--- src/rtl/alu_op_sequencer_if.sv ---
// Request, ALU-drive and response bundle between the issue sequencer and its environment.
// master = sequencer side; slave = requester/ALU/consumer side.
interface alu_op_sequencer_if;
    logic        req_valid;
    logic        req_ready;
    logic [3:0]  req_op;
    logic [31:0] req_a;
    logic [31:0] req_b;
    logic [4:0]  req_shamt;

    logic [31:0] alu_operand1;
    logic [31:0] alu_operand2;
    logic [4:0]  alu_sr_amount;
    logic [14:0] alu_op;
    logic [31:0] alu_result;
    logic        alu_zlc;

    logic        resp_valid;
    logic        resp_ready;
    logic [31:0] resp_result;
    logic        resp_zlc;
    logic        resp_illegal;
    logic        resp_div_zero;

    modport master (
        input  req_valid, req_op, req_a, req_b, req_shamt,
        output req_ready,
        output alu_operand1, alu_operand2, alu_sr_amount, alu_op,
        input  alu_result, alu_zlc,
        output resp_valid, resp_result, resp_zlc, resp_illegal, resp_div_zero,
        input  resp_ready
    );

    modport slave (
        output req_valid, req_op, req_a, req_b, req_shamt,
        input  req_ready,
        input  alu_operand1, alu_operand2, alu_sr_amount, alu_op,
        output alu_result, alu_zlc,
        input  resp_valid, resp_result, resp_zlc, resp_illegal, resp_div_zero,
        output resp_ready
    );
endinterface

--- src/rtl/alu_op_sequencer.sv ---
// One-hot ALU issue controller: response after 1+lat cycles (1 for bypassed ops).
// Accepts only in IDLE without flush; response held until resp_ready.
module alu_op_sequencer #(
    parameter int MUL_CYCLES = 4,
    parameter int DIV_CYCLES = 34
) (
    input  logic                clk,
    input  logic                rst_n,
    input  logic                i_flush,
    alu_op_sequencer_if.master  bus,
    output logic                o_busy,
    output logic [15:0]         o_done_count
);
    localparam int MAXL = (MUL_CYCLES > DIV_CYCLES) ? MUL_CYCLES : DIV_CYCLES;
    localparam int CW   = (MAXL > 1) ? $clog2(MAXL) : 1;

    localparam logic [3:0] OP_MUL = 4'd2;
    localparam logic [3:0] OP_DIV = 4'd3;
    localparam logic [3:0] OP_MOD = 4'd4;
    localparam logic [3:0] OP_ILL = 4'd15;

    typedef enum logic [1:0] {S_IDLE, S_EXEC, S_DONE} state_t;

    state_t      r_state, w_state_nxt;
    logic [CW-1:0] r_cnt;
    logic [3:0]  r_op;
    logic [31:0] r_a, r_b;
    logic [4:0]  r_shamt;
    logic [31:0] r_result;
    logic        r_zlc, r_illegal, r_div_zero;
    logic [15:0] r_done_count;

    logic          w_accept, w_illegal, w_div_zero, w_bypass, w_resp_hs;
    logic [CW-1:0] w_cnt_init;

    assign w_accept   = bus.req_valid && bus.req_ready;
    assign w_illegal  = (bus.req_op == OP_ILL);
    assign w_div_zero = ((bus.req_op == OP_DIV) || (bus.req_op == OP_MOD)) && (bus.req_b == 32'd0);
    assign w_bypass   = w_illegal || w_div_zero;
    assign w_resp_hs  = (r_state == S_DONE) && bus.resp_ready && !i_flush;

    always_comb begin
        w_cnt_init = '0;
        if (bus.req_op == OP_MUL)
            w_cnt_init = CW'(MUL_CYCLES - 1);
        else if ((bus.req_op == OP_DIV) || (bus.req_op == OP_MOD))
            w_cnt_init = CW'(DIV_CYCLES - 1);
    end

    always_ff @(posedge clk or negedge rst_n) begin
        if (!rst_n) r_state <= S_IDLE;
        else        r_state <= w_state_nxt;
    end

    // Flush overrides every transition, including an accept in the same cycle.
    always_comb begin
        w_state_nxt = r_state;
        if (i_flush) begin
            w_state_nxt = S_IDLE;
        end else begin
            case (r_state)
                S_IDLE:  if (bus.req_valid) w_state_nxt = w_bypass ? S_DONE : S_EXEC;
                S_EXEC:  if (r_cnt == '0)   w_state_nxt = S_DONE;
                S_DONE:  if (bus.resp_ready) w_state_nxt = S_IDLE;
                default: w_state_nxt = S_IDLE;
            endcase
        end
    end

    always_ff @(posedge clk or negedge rst_n) begin
        if (!rst_n) begin
            r_cnt        <= '0;
            r_op         <= '0;
            r_a          <= '0;
            r_b          <= '0;
            r_shamt      <= '0;
            r_result     <= '0;
            r_zlc        <= 1'b0;
            r_illegal    <= 1'b0;
            r_div_zero   <= 1'b0;
            r_done_count <= '0;
        end else begin
            if (w_accept) begin
                r_op       <= bus.req_op;
                r_a        <= bus.req_a;
                r_b        <= bus.req_b;
                r_shamt    <= bus.req_shamt;
                r_cnt      <= w_cnt_init;
                r_zlc      <= 1'b0;
                r_illegal  <= w_illegal;
                r_div_zero <= w_div_zero && !w_illegal;
                if (w_div_zero)
                    r_result <= (bus.req_op == OP_DIV) ? 32'hFFFF_FFFF : bus.req_a;
                else
                    r_result <= 32'd0;
            end
            if ((r_state == S_EXEC) && !i_flush) begin
                if (r_cnt != '0) begin
                    r_cnt <= r_cnt - 1'b1;
                end else begin
                    r_result <= bus.alu_result;
                    r_zlc    <= bus.alu_zlc;
                end
            end
            if (w_resp_hs)
                r_done_count <= r_done_count + 16'd1;
        end
    end

    // Strobe is a pure decode of state, so it can never outlive EXEC.
    assign bus.alu_op        = (r_state == S_EXEC) ? (15'b1 << r_op) : 15'd0;
    assign bus.alu_operand1  = r_a;
    assign bus.alu_operand2  = r_b;
    assign bus.alu_sr_amount = r_shamt;
    assign bus.req_ready     = (r_state == S_IDLE) && !i_flush;
    assign bus.resp_valid    = (r_state == S_DONE);
    assign bus.resp_result   = r_result;
    assign bus.resp_zlc      = r_zlc;
    assign bus.resp_illegal  = r_illegal;
    assign bus.resp_div_zero = r_div_zero;
    assign o_busy            = (r_state != S_IDLE);
    assign o_done_count      = r_done_count;
endmodule
--- src/flat_wrapper.sv ---
// flat-port wrapper written by rule: the top's interface ports become plain ports
module alu_op_sequencer_flat 
#(
    parameter int MUL_CYCLES = 4,
    parameter int DIV_CYCLES = 34
)
  (clk, rst_n, i_flush, o_busy, o_done_count, bus_req_valid, bus_req_op, bus_req_a, bus_req_b, bus_req_shamt, bus_req_ready, bus_alu_operand1, bus_alu_operand2, bus_alu_sr_amount, bus_alu_op, bus_alu_result, bus_alu_zlc, bus_resp_valid, bus_resp_result, bus_resp_zlc, bus_resp_illegal, bus_resp_div_zero, bus_resp_ready);
  alu_op_sequencer_if bus_i ();
  input  logic clk;
  input  logic rst_n;
  input  logic i_flush;
  output logic o_busy;
  output logic [15:0] o_done_count;
  input wire logic [$bits(bus_i.req_valid)-1:0] bus_req_valid;
  input wire logic [$bits(bus_i.req_op)-1:0] bus_req_op;
  input wire logic [$bits(bus_i.req_a)-1:0] bus_req_a;
  input wire logic [$bits(bus_i.req_b)-1:0] bus_req_b;
  input wire logic [$bits(bus_i.req_shamt)-1:0] bus_req_shamt;
  output wire logic [$bits(bus_i.req_ready)-1:0] bus_req_ready;
  output wire logic [$bits(bus_i.alu_operand1)-1:0] bus_alu_operand1;
  output wire logic [$bits(bus_i.alu_operand2)-1:0] bus_alu_operand2;
  output wire logic [$bits(bus_i.alu_sr_amount)-1:0] bus_alu_sr_amount;
  output wire logic [$bits(bus_i.alu_op)-1:0] bus_alu_op;
  input wire logic [$bits(bus_i.alu_result)-1:0] bus_alu_result;
  input wire logic [$bits(bus_i.alu_zlc)-1:0] bus_alu_zlc;
  output wire logic [$bits(bus_i.resp_valid)-1:0] bus_resp_valid;
  output wire logic [$bits(bus_i.resp_result)-1:0] bus_resp_result;
  output wire logic [$bits(bus_i.resp_zlc)-1:0] bus_resp_zlc;
  output wire logic [$bits(bus_i.resp_illegal)-1:0] bus_resp_illegal;
  output wire logic [$bits(bus_i.resp_div_zero)-1:0] bus_resp_div_zero;
  input wire logic [$bits(bus_i.resp_ready)-1:0] bus_resp_ready;
  assign bus_i.req_valid = bus_req_valid;
  assign bus_i.req_op = bus_req_op;
  assign bus_i.req_a = bus_req_a;
  assign bus_i.req_b = bus_req_b;
  assign bus_i.req_shamt = bus_req_shamt;
  assign bus_req_ready = bus_i.req_ready;
  assign bus_alu_operand1 = bus_i.alu_operand1;
  assign bus_alu_operand2 = bus_i.alu_operand2;
  assign bus_alu_sr_amount = bus_i.alu_sr_amount;
  assign bus_alu_op = bus_i.alu_op;
  assign bus_i.alu_result = bus_alu_result;
  assign bus_i.alu_zlc = bus_alu_zlc;
  assign bus_resp_valid = bus_i.resp_valid;
  assign bus_resp_result = bus_i.resp_result;
  assign bus_resp_zlc = bus_i.resp_zlc;
  assign bus_resp_illegal = bus_i.resp_illegal;
  assign bus_resp_div_zero = bus_i.resp_div_zero;
  assign bus_i.resp_ready = bus_resp_ready;
  alu_op_sequencer #(.MUL_CYCLES(MUL_CYCLES), .DIV_CYCLES(DIV_CYCLES)) u_core (.clk(clk), .rst_n(rst_n), .i_flush(i_flush), .bus(bus_i), .o_busy(o_busy), .o_done_count(o_done_count));
endmodule
--- config.mk ---
export PLATFORM = sky130hd
export DESIGN_NAME = alu_op_sequencer_flat
export DESIGN_NICKNAME = d
export VERILOG_FILES = /design/src/rtl/alu_op_sequencer_if.sv /design/src/rtl/alu_op_sequencer.sv /design/src/flat_wrapper.sv
export SDC_FILE = /design/constraint.sdc
export NUM_CORES = 1
export LEC_CHECK = 0
export BUFFER_PORTS_ARGS = -buffer_cell sky130_fd_sc_hd__buf_2
export CORE_MARGIN = 5
export CORE_UTILIZATION = 48
export DETAILED_ROUTE_END_ITERATION = 10
export PLACE_DENSITY_LB_ADDON = 0.12
export RECOVER_POWER = 50
export REMOVE_ABC_BUFFERS = 1
export SLEW_MARGIN = 10
export SYNTH_ARGS = -nofsm -noshare
export SYNTH_HDL_FRONTEND = slang
export SYNTH_SLANG_ARGS = --single-unit
--- constraint.sdc ---
create_clock -name clk -period 2.1 [get_ports clk]
set_input_delay 0.21 -clock clk [delete_from_list [all_inputs] [get_ports clk]]
set_output_delay 0.21 -clock clk [all_outputs]
set_load 0.02 [all_outputs]
==> impl_metrics.py, run 1 <==
metrics = {
    "outcome": {
        "status": "finished, final reports clean",
    },
    "clock_tree": {
        "clockBufferDepth": 2,
        "cts_tree": "yes",
        "clock_latency_ns": 0.41,
        "cts_root_buf": "clkbuf_16",
        "cts-htree-levels": 4,
        "clk_pin_slew_ns": 0.05,
        "cts_buffers": 17,
        "clock_sinks": 132,
    },
    "finish": {
        "final_cell_area_mm2": 0.008192,
        "areaGrowthSynthToFinish_pct": 38.30,
        "final_layout_size_suffix_gt1_share_pct": 24.84,
        "final_common_cell": "nand2_1",
        "finalNonFillerCells": 1107,
        "post-route-util_pct": 67.91,
        "final_cell_mix": "nand2_1 (235), buf_2 (169), dfrtp_1 (132)",
        "nNetsFinal": 1042,
    },
    "yosys": {
        "ys_ff_latch": 132,
        "synth_cell_types": 43,
        "async_flop_share_pct": 100.0,
        "avgSynthCellArea_um2": 9.099,
        "ys.flop_type": "dfrtp_1",
        "ys.warnings.count": 0,
        "synth-edff-count": 0,
        "ys_seq_area_share_pct": 55.77,
        "synthCells": 651,
        "netlist_area_mm2": 0.005923,
    },
    "sta": {
        "timing.final.crit_period_ns": 2.020,
        "final.setup.tns_ns": 0,
        "finalHoldViolCount": 0,
        "clock.fmax_mhz": 495.0,
        "setup_violations": 0,
        "timing.slew.headroom_pct": 32.64,
        "skew_ns": 0.006727,
        "drv_slew": 0,
        "hold_ws_ns": 0.01807,
        "post-route-period-util_pct": 96.21,
        "tightest_slew_ns": 1.010,
    },
    "setup_path": {
        "endpoint_kind": "register",
        "crit_fanout": 15,
        "arrival_ns": 2.35,
        "worstPathRequired_ns": 2.43,
        "cp-start-kind": "input pin",
        "worst-setup-path-type": "input pin to register",
        "reg2reg_depth": 5,
    },
    "floorplan": {
        "pin_count": 249,
        "die_x_um": 121.1,
        "start_util_pct": 49.11,
        "rows": 40,
        "core-area_mm2": 0.01206,
        "dieHeight_um": 121.1,
        "dieArea_mm2": 0.01466,
    },
    "place": {
        "dpl.hpwl_um": 11770,
        "dpl_cell_area_mm2": 0.007437,
        "dp_cells": 1050,
        "io_buffers": 248,
        "routabilityCongestion": 0.8393,
    },
    "global_route": {
        "grt_antenna_before_repair": 1,
        "grt_start_max_net_pins": 114,
        "overflow": 0,
        "grt_pass1_vias": 5573,
        "track_usage_pct": 23.00,
        "grt_pass1_wl_um": 26880,
    },
    "hold_path": {
        "worstHoldPathCells": 3,
        "hold_class": "input pin to register",
    },
    "power": {
        "p_int_mw": 6.089,
        "p_per_area_mw_per_mm2": 1157,
        "peakVddDrop_v": 0.0006843,
        "p_switching_mw": 3.388,
        "leakagePower_nw": 4.493,
        "comb_power_share_pct": 31.4,
        "swShare_pct": 35.75,
        "power_frac_seq_pct": 38.6,
        "clkPwrFrac_pct": 30.0,
    },
    "detailed_routing": {
        "routed_via_density": 5.010,
        "drc": 0,
        "routed_wl_um": 17220,
        "drt-wirelength-per-cell_um": 15.56,
        "dr_total_vias": 5546,
        "first_pass_iters": 5,
        "drtIter0Drc": 397,
        "ant_nets": 0,
    },
    "run": {
        "cap_violations": 0,
    },
}
[flip-flops by register name, summed over array words and instances, names as in the netlist]
| register | count |
|---|---|
| u_core.bus.alu_operand1 | 32 |
| u_core.bus.alu_operand2 | 32 |
| u_core.bus.resp_result | 32 |
| u_core.o_done_count | 16 |
| u_core.r_cnt | 6 |
| u_core.bus.alu_sr_amount | 5 |
| u_core.r_op | 4 |
| u_core.r_state | 2 |
| u_core.bus.resp_div_zero | 1 |
| u_core.bus.resp_illegal | 1 |
| u_core.bus.resp_zlc | 1 |
[power by group through the flow]
stage | Sequential [mW] | Combinational [mW] | Clock (mW)
floorplan | 4.40 | 1.08 | 0
global placement | 3.64 | 3.02 | 0
detailed placement | 3.67 | 3.08 | 0
CTS | 3.64 | 3.12 | 2.90
global route | 3.75 | 3.27 | 3.03
finish | 3.66 | 2.98 | 2.84
[timing repair]
item / CTS / global route
pin swaps: 0 / 3
endpoints found under the hold margin: 42 / 1
hold buffers: 22 / 1
setup endpoints to repair: 1 / 33
buffers inserted: 0 / 2
gates cloned: 0 / 2
gates resized for setup: 2 / 6
[per-layer routing]
layer / up-vias / global-route usage [%] / share of wire, % / routed length, um
li1: 2672 / - / - / -
met1: 2629 / 28.09 / 41 / 7130
met2: 217 / 38.73 / 49 / 8395
met3: 28 / 6.387 / 7.5 / 1296
met4: 0 / 8.853 / 2.3 / 401
met5: - / 0 / 0 / 0
[stage by stage]
step                      total power, mW  setup slack [ns]
after global routing                10.05          -0.04190
after detailed placement            6.751           0.07110
after CTS                           9.662           0.02070
final                               9.478           0.07960
after global placement              6.657            0.1022
after floorplan                     5.485            -5.399
[critical path, stage by stage]
cell	delay, ns
dlygate4sd3_1	0.52
buf_2	0.13
nor4_1	0.30
nand4_1	0.13
buf_4	0.19
or4_4	0.67
o21ai_1	0.18
[cell families after synthesis]
kind of cell               synth area share, %
muxes                                    5.957
DFF                                      55.77
buffers and inverters                    2.999
and+or+nand+nor                          27.52
xor gates and xnor gates                 2.218
adders and majority gates               0.6338
AOI/OAI and AO/OA                        4.901
[cells in the mapped netlist, types with 2 or more instances]
library cell / count / area share, %
buf_6: 3 / 0.57
nor2_1: 53 / 3.4
clkbuf_1: 28 / 1.8
or3_1: 3 / 0.32
nor2b_1: 2 / 0.21
inv_1: 6 / 0.38
nand2b_1: 3 / 0.32
buf_1: 3 / 0.19
xnor2_1: 11 / 1.6
nand4_1: 4 / 0.42
a32o_1: 2 / 0.34
nand3_1: 8 / 0.68
nor4b_1: 2 / 0.30
o21ai_0: 8 / 0.68
a21oi_1: 3 / 0.25
o21ai_1: 30 / 2.5
and2_0: 2 / 0.21
nand2_1: 235 / 15
or2_2: 2 / 0.21
nor3b_1: 5 / 0.63
nor4_1: 10 / 1.1
xor2_1: 4 / 0.59
nor3_1: 8 / 0.68
dfrtp_1: 132 / 56
mux2i_1: 33 / 5.6
and3_1: 2 / 0.21
mux2_2: 2 / 0.38
and2_1: 30 / 3.2
ha_1: 3 / 0.63
[area by class of cell]
class	instances	area, um2
Tap cell	168	210.2
Antenna cell	1	2.502
Inverter	6	22.52
Clock inverter	5	75.07
Timing Repair Buffer	291	1569
Sequential cell	132	3303
Fill cell	1038	3870
Clock buffer	24	491.7
Multi-Input combinational cell	480	2517
[final timing paths]
check | startpoint | to | slack, ns
hold reg to reg | u_core.bus.alu_operand1[29] | u_core.bus.alu_operand1[29] | 0.47
max in group asynchronous | rst_n | u_core.o_done_count[6] | 0.50
min in group asynchronous | rst_n | u_core.bus.resp_result[31] | 0.26
setup / recovery | bus_req_b[2] | u_core.bus.resp_result[4] | 0.08
setup reg to reg | u_core.r_state[1] | u_core.bus.resp_result[21] | 0.12
hold / removal | bus_req_a[11] | u_core.bus.alu_operand1[11] | 0.02
Power figures use the tool's default switching activity.
==> run 2: changes to the inputs <==
- CORE_ASPECT_RATIO: unset -> 0.7
==> run 2 against run 1 <==
Final cell count fell by 1.1%. Critical path depth unchanged. Clock skew grew 0.00081 ns. Maximum frequency barely moved. Sequential share of layout area barely moved. Global-route usage shrank 0.20 points. Count of clock-buffer cells in the layout shrank 5. Die area increased by 0.24%. Non-clock buffer count fell by 8. Hold slack got worse by 0.0035 ns.
==> impl_metrics.py, run 2 (synthesized netlist as in run 1, its figures left out) <==
metrics = {
    "outcome": {
        "status": "finished, final reports clean",
    },
    "detailed_routing": {
        "routed_wl_um": 16910,
        "drc": 0,
        "ant_nets": 0,
        "routed_via_density": 4.965,
        "drt-wirelength-per-cell_um": 15.45,
        "drtIter0Drc": 242,
        "first_pass_iters": 5,
        "dr_total_vias": 5437,
    },
    "sta": {
        "setup_violations": 0,
        "post-route-period-util_pct": 96.30,
        "tightest_slew_ns": 1.035,
        "clock.fmax_mhz": 494.5,
        "hold_ws_ns": 0.01454,
        "skew_ns": 0.007536,
        "finalHoldViolCount": 0,
        "drv_slew": 0,
        "grt_setup_unrepaired": "no",
        "timing.slew.headroom_pct": 31.02,
        "timing.final.crit_period_ns": 2.022,
    },
    "setup_path": {
        "crit_fanout": 8,
        "endpoint_kind": "register",
        "worstPathRequired_ns": 2.42,
        "cpMaxStageDelayCell": "or4_4",
        "r2r-end": "u_core.r_cnt[3]",
        "crit_chain": "dlygate4sd3_1 > buf_2 > nor4_1 > nand4_1 > buf_4 > or4_4 > o21ai_0",
        "rrSetupSlack_ns": 0.15,
        "cp_slowest_stage_delay_ns": 0.65,
        "cp-start-kind": "input pin",
        "r2r_start": "u_core.r_state[1]",
        "reg2reg_depth": 4,
        "arrival_ns": 2.34,
        "worst-setup-path-type": "input pin to register",
    },
    "clock_tree": {
        "clock_latency_ns": 0.41,
        "cts_root_buf": "clkbuf_16",
        "cts-htree-levels": 4,
        "cts_buffers": 17,
        "clockBufferDepth": 2,
        "clk_pin_slew_ns": 0.06,
        "clock_sinks": 132,
        "cts_tree": "yes",
    },
    "hold_path": {
        "hold_start": "bus_req_a[29]",
        "whs_endpoint": "u_core.bus.alu_operand1[29]",
        "hold_class": "input pin to register",
        "worstHoldPathCells": 3,
    },
    "global_route": {
        "grt_antenna_before_repair": 0,
        "grt_pass1_wl_um": 26540,
        "grt_start_max_net_pins": 114,
        "track_usage_pct": 22.81,
        "grt_pass1_vias": 5346,
        "overflow": 0,
    },
    "run": {
        "cap_violations": 0,
    },
    "place": {
        "io_buffers": 248,
        "dp_cells": 1042,
        "routabilityCongestion": 0.8277,
        "dpl.hpwl_um": 11640,
    },
    "floorplan": {
        "pin_count": 249,
        "die_x_um": 142.8,
        "start_util_pct": 48.35,
        "rows": 34,
        "core-area_mm2": 0.01225,
        "dieHeight_um": 102.9,
        "dieArea_mm2": 0.01470,
    },
    "finish": {
        "areaGrowthSynthToFinish_pct": 38.40,
        "final_layout_size_suffix_gt1_share_pct": 25.72,
        "finalNonFillerCells": 1095,
        "final_common_cell": "nand2_1",
        "nNetsFinal": 1034,
        "multi_input_area_mm2": 0.002500,
        "final_cell_mix": "nand2_1 (235), buf_2 (178), dfrtp_1 (132)",
        "fill_cells": 1034,
        "seq_area_mm2": 0.003303,
        "antenna_cells": 0,
    },
    "power": {
        "leakagePower_nw": 4.511,
        "peakVddDrop_v": 0.0006699,
        "power_mw": 9.785,
        "p_per_area_mw_per_mm2": 1194,
    },
}
[run 2: report_power, final]
group          switching [mW]  internal [mW]  leakage (nW)  total (mW)
sequential              0.431           3.23          1.71        3.66
clock                    1.14           2.04         0.303        3.18
combinational            1.94           1.00          2.49        2.94
total                    3.51           6.28          4.51        9.79
[run 2: per-layer routing]
metal  share of wire, %  vias up  GRT usage [%]
li1                   -     2662              -
met1                 42     2569          29.69
met5                  0        -              0
met3                8.6       13          6.676
met4               0.83        0          5.917
met2                 48      193          37.91
[run 2: worst max path at each step]
stage / startpoint / end / slack [ns] / depth (start not counted)
after floorplan: u_core.r_state[1] / u_core.r_cnt[2] / -5.40 / 3
after global placement: bus_req_b[9] / u_core.bus.resp_result[31] / -0.0008 / 5
after detailed placement: bus_req_b[18] / u_core.bus.resp_result[31] / -0.09 / 5
after CTS: u_core.r_state[1] / u_core.bus.resp_result[31] / 0.02 / 3
after global routing: u_core.r_state[1] / bus_alu_op[0] / 0.004 / 5
final: bus_req_b[3] / u_core.bus.resp_result[31] / 0.08 / 7
[run 2: through the flow]
step	setup slack (ns)	cell area, um2	setup TNS (ns)	utilization, %
after detailed placement	-0.08544	7427	-0.09774	60.62
final	0.07770	8198	0	66.91
after CTS	0.01605	8248	0	67.32
after global routing	0.004049	8198	0	66.91
after floorplan	-5.399	5768	-439.90	-
after global placement	-0.0008025	7427	-0.0008025	60.62
[run 2: what timing repair did]
action	4_1_cts	5_1_grt
resized for setup	0	4
hold buffers	18	0
endpoints found under the hold margin	55	0
endpoints found under the setup margin	0	32
buffers inserted	0	1
[run 2: area by class of cell]
type	instances	share of cell area, %
clock inverters	13	2.411
clock buffers	19	5.403
flip-flops and latches	132	40.29
inverters	6	0.2747
repair buffers	283	18.65
well taps	162	2.473
multi-input cells	480	30.49
[run 2: worst max-delay path: cells and delay by family]
family / cells / cell delay, ns
AO/OA/AOI/OAI: 1 / 0.23
buffers and inverters: 3 / 0.86
AND/OR/NAND/NOR: 3 / 1.03
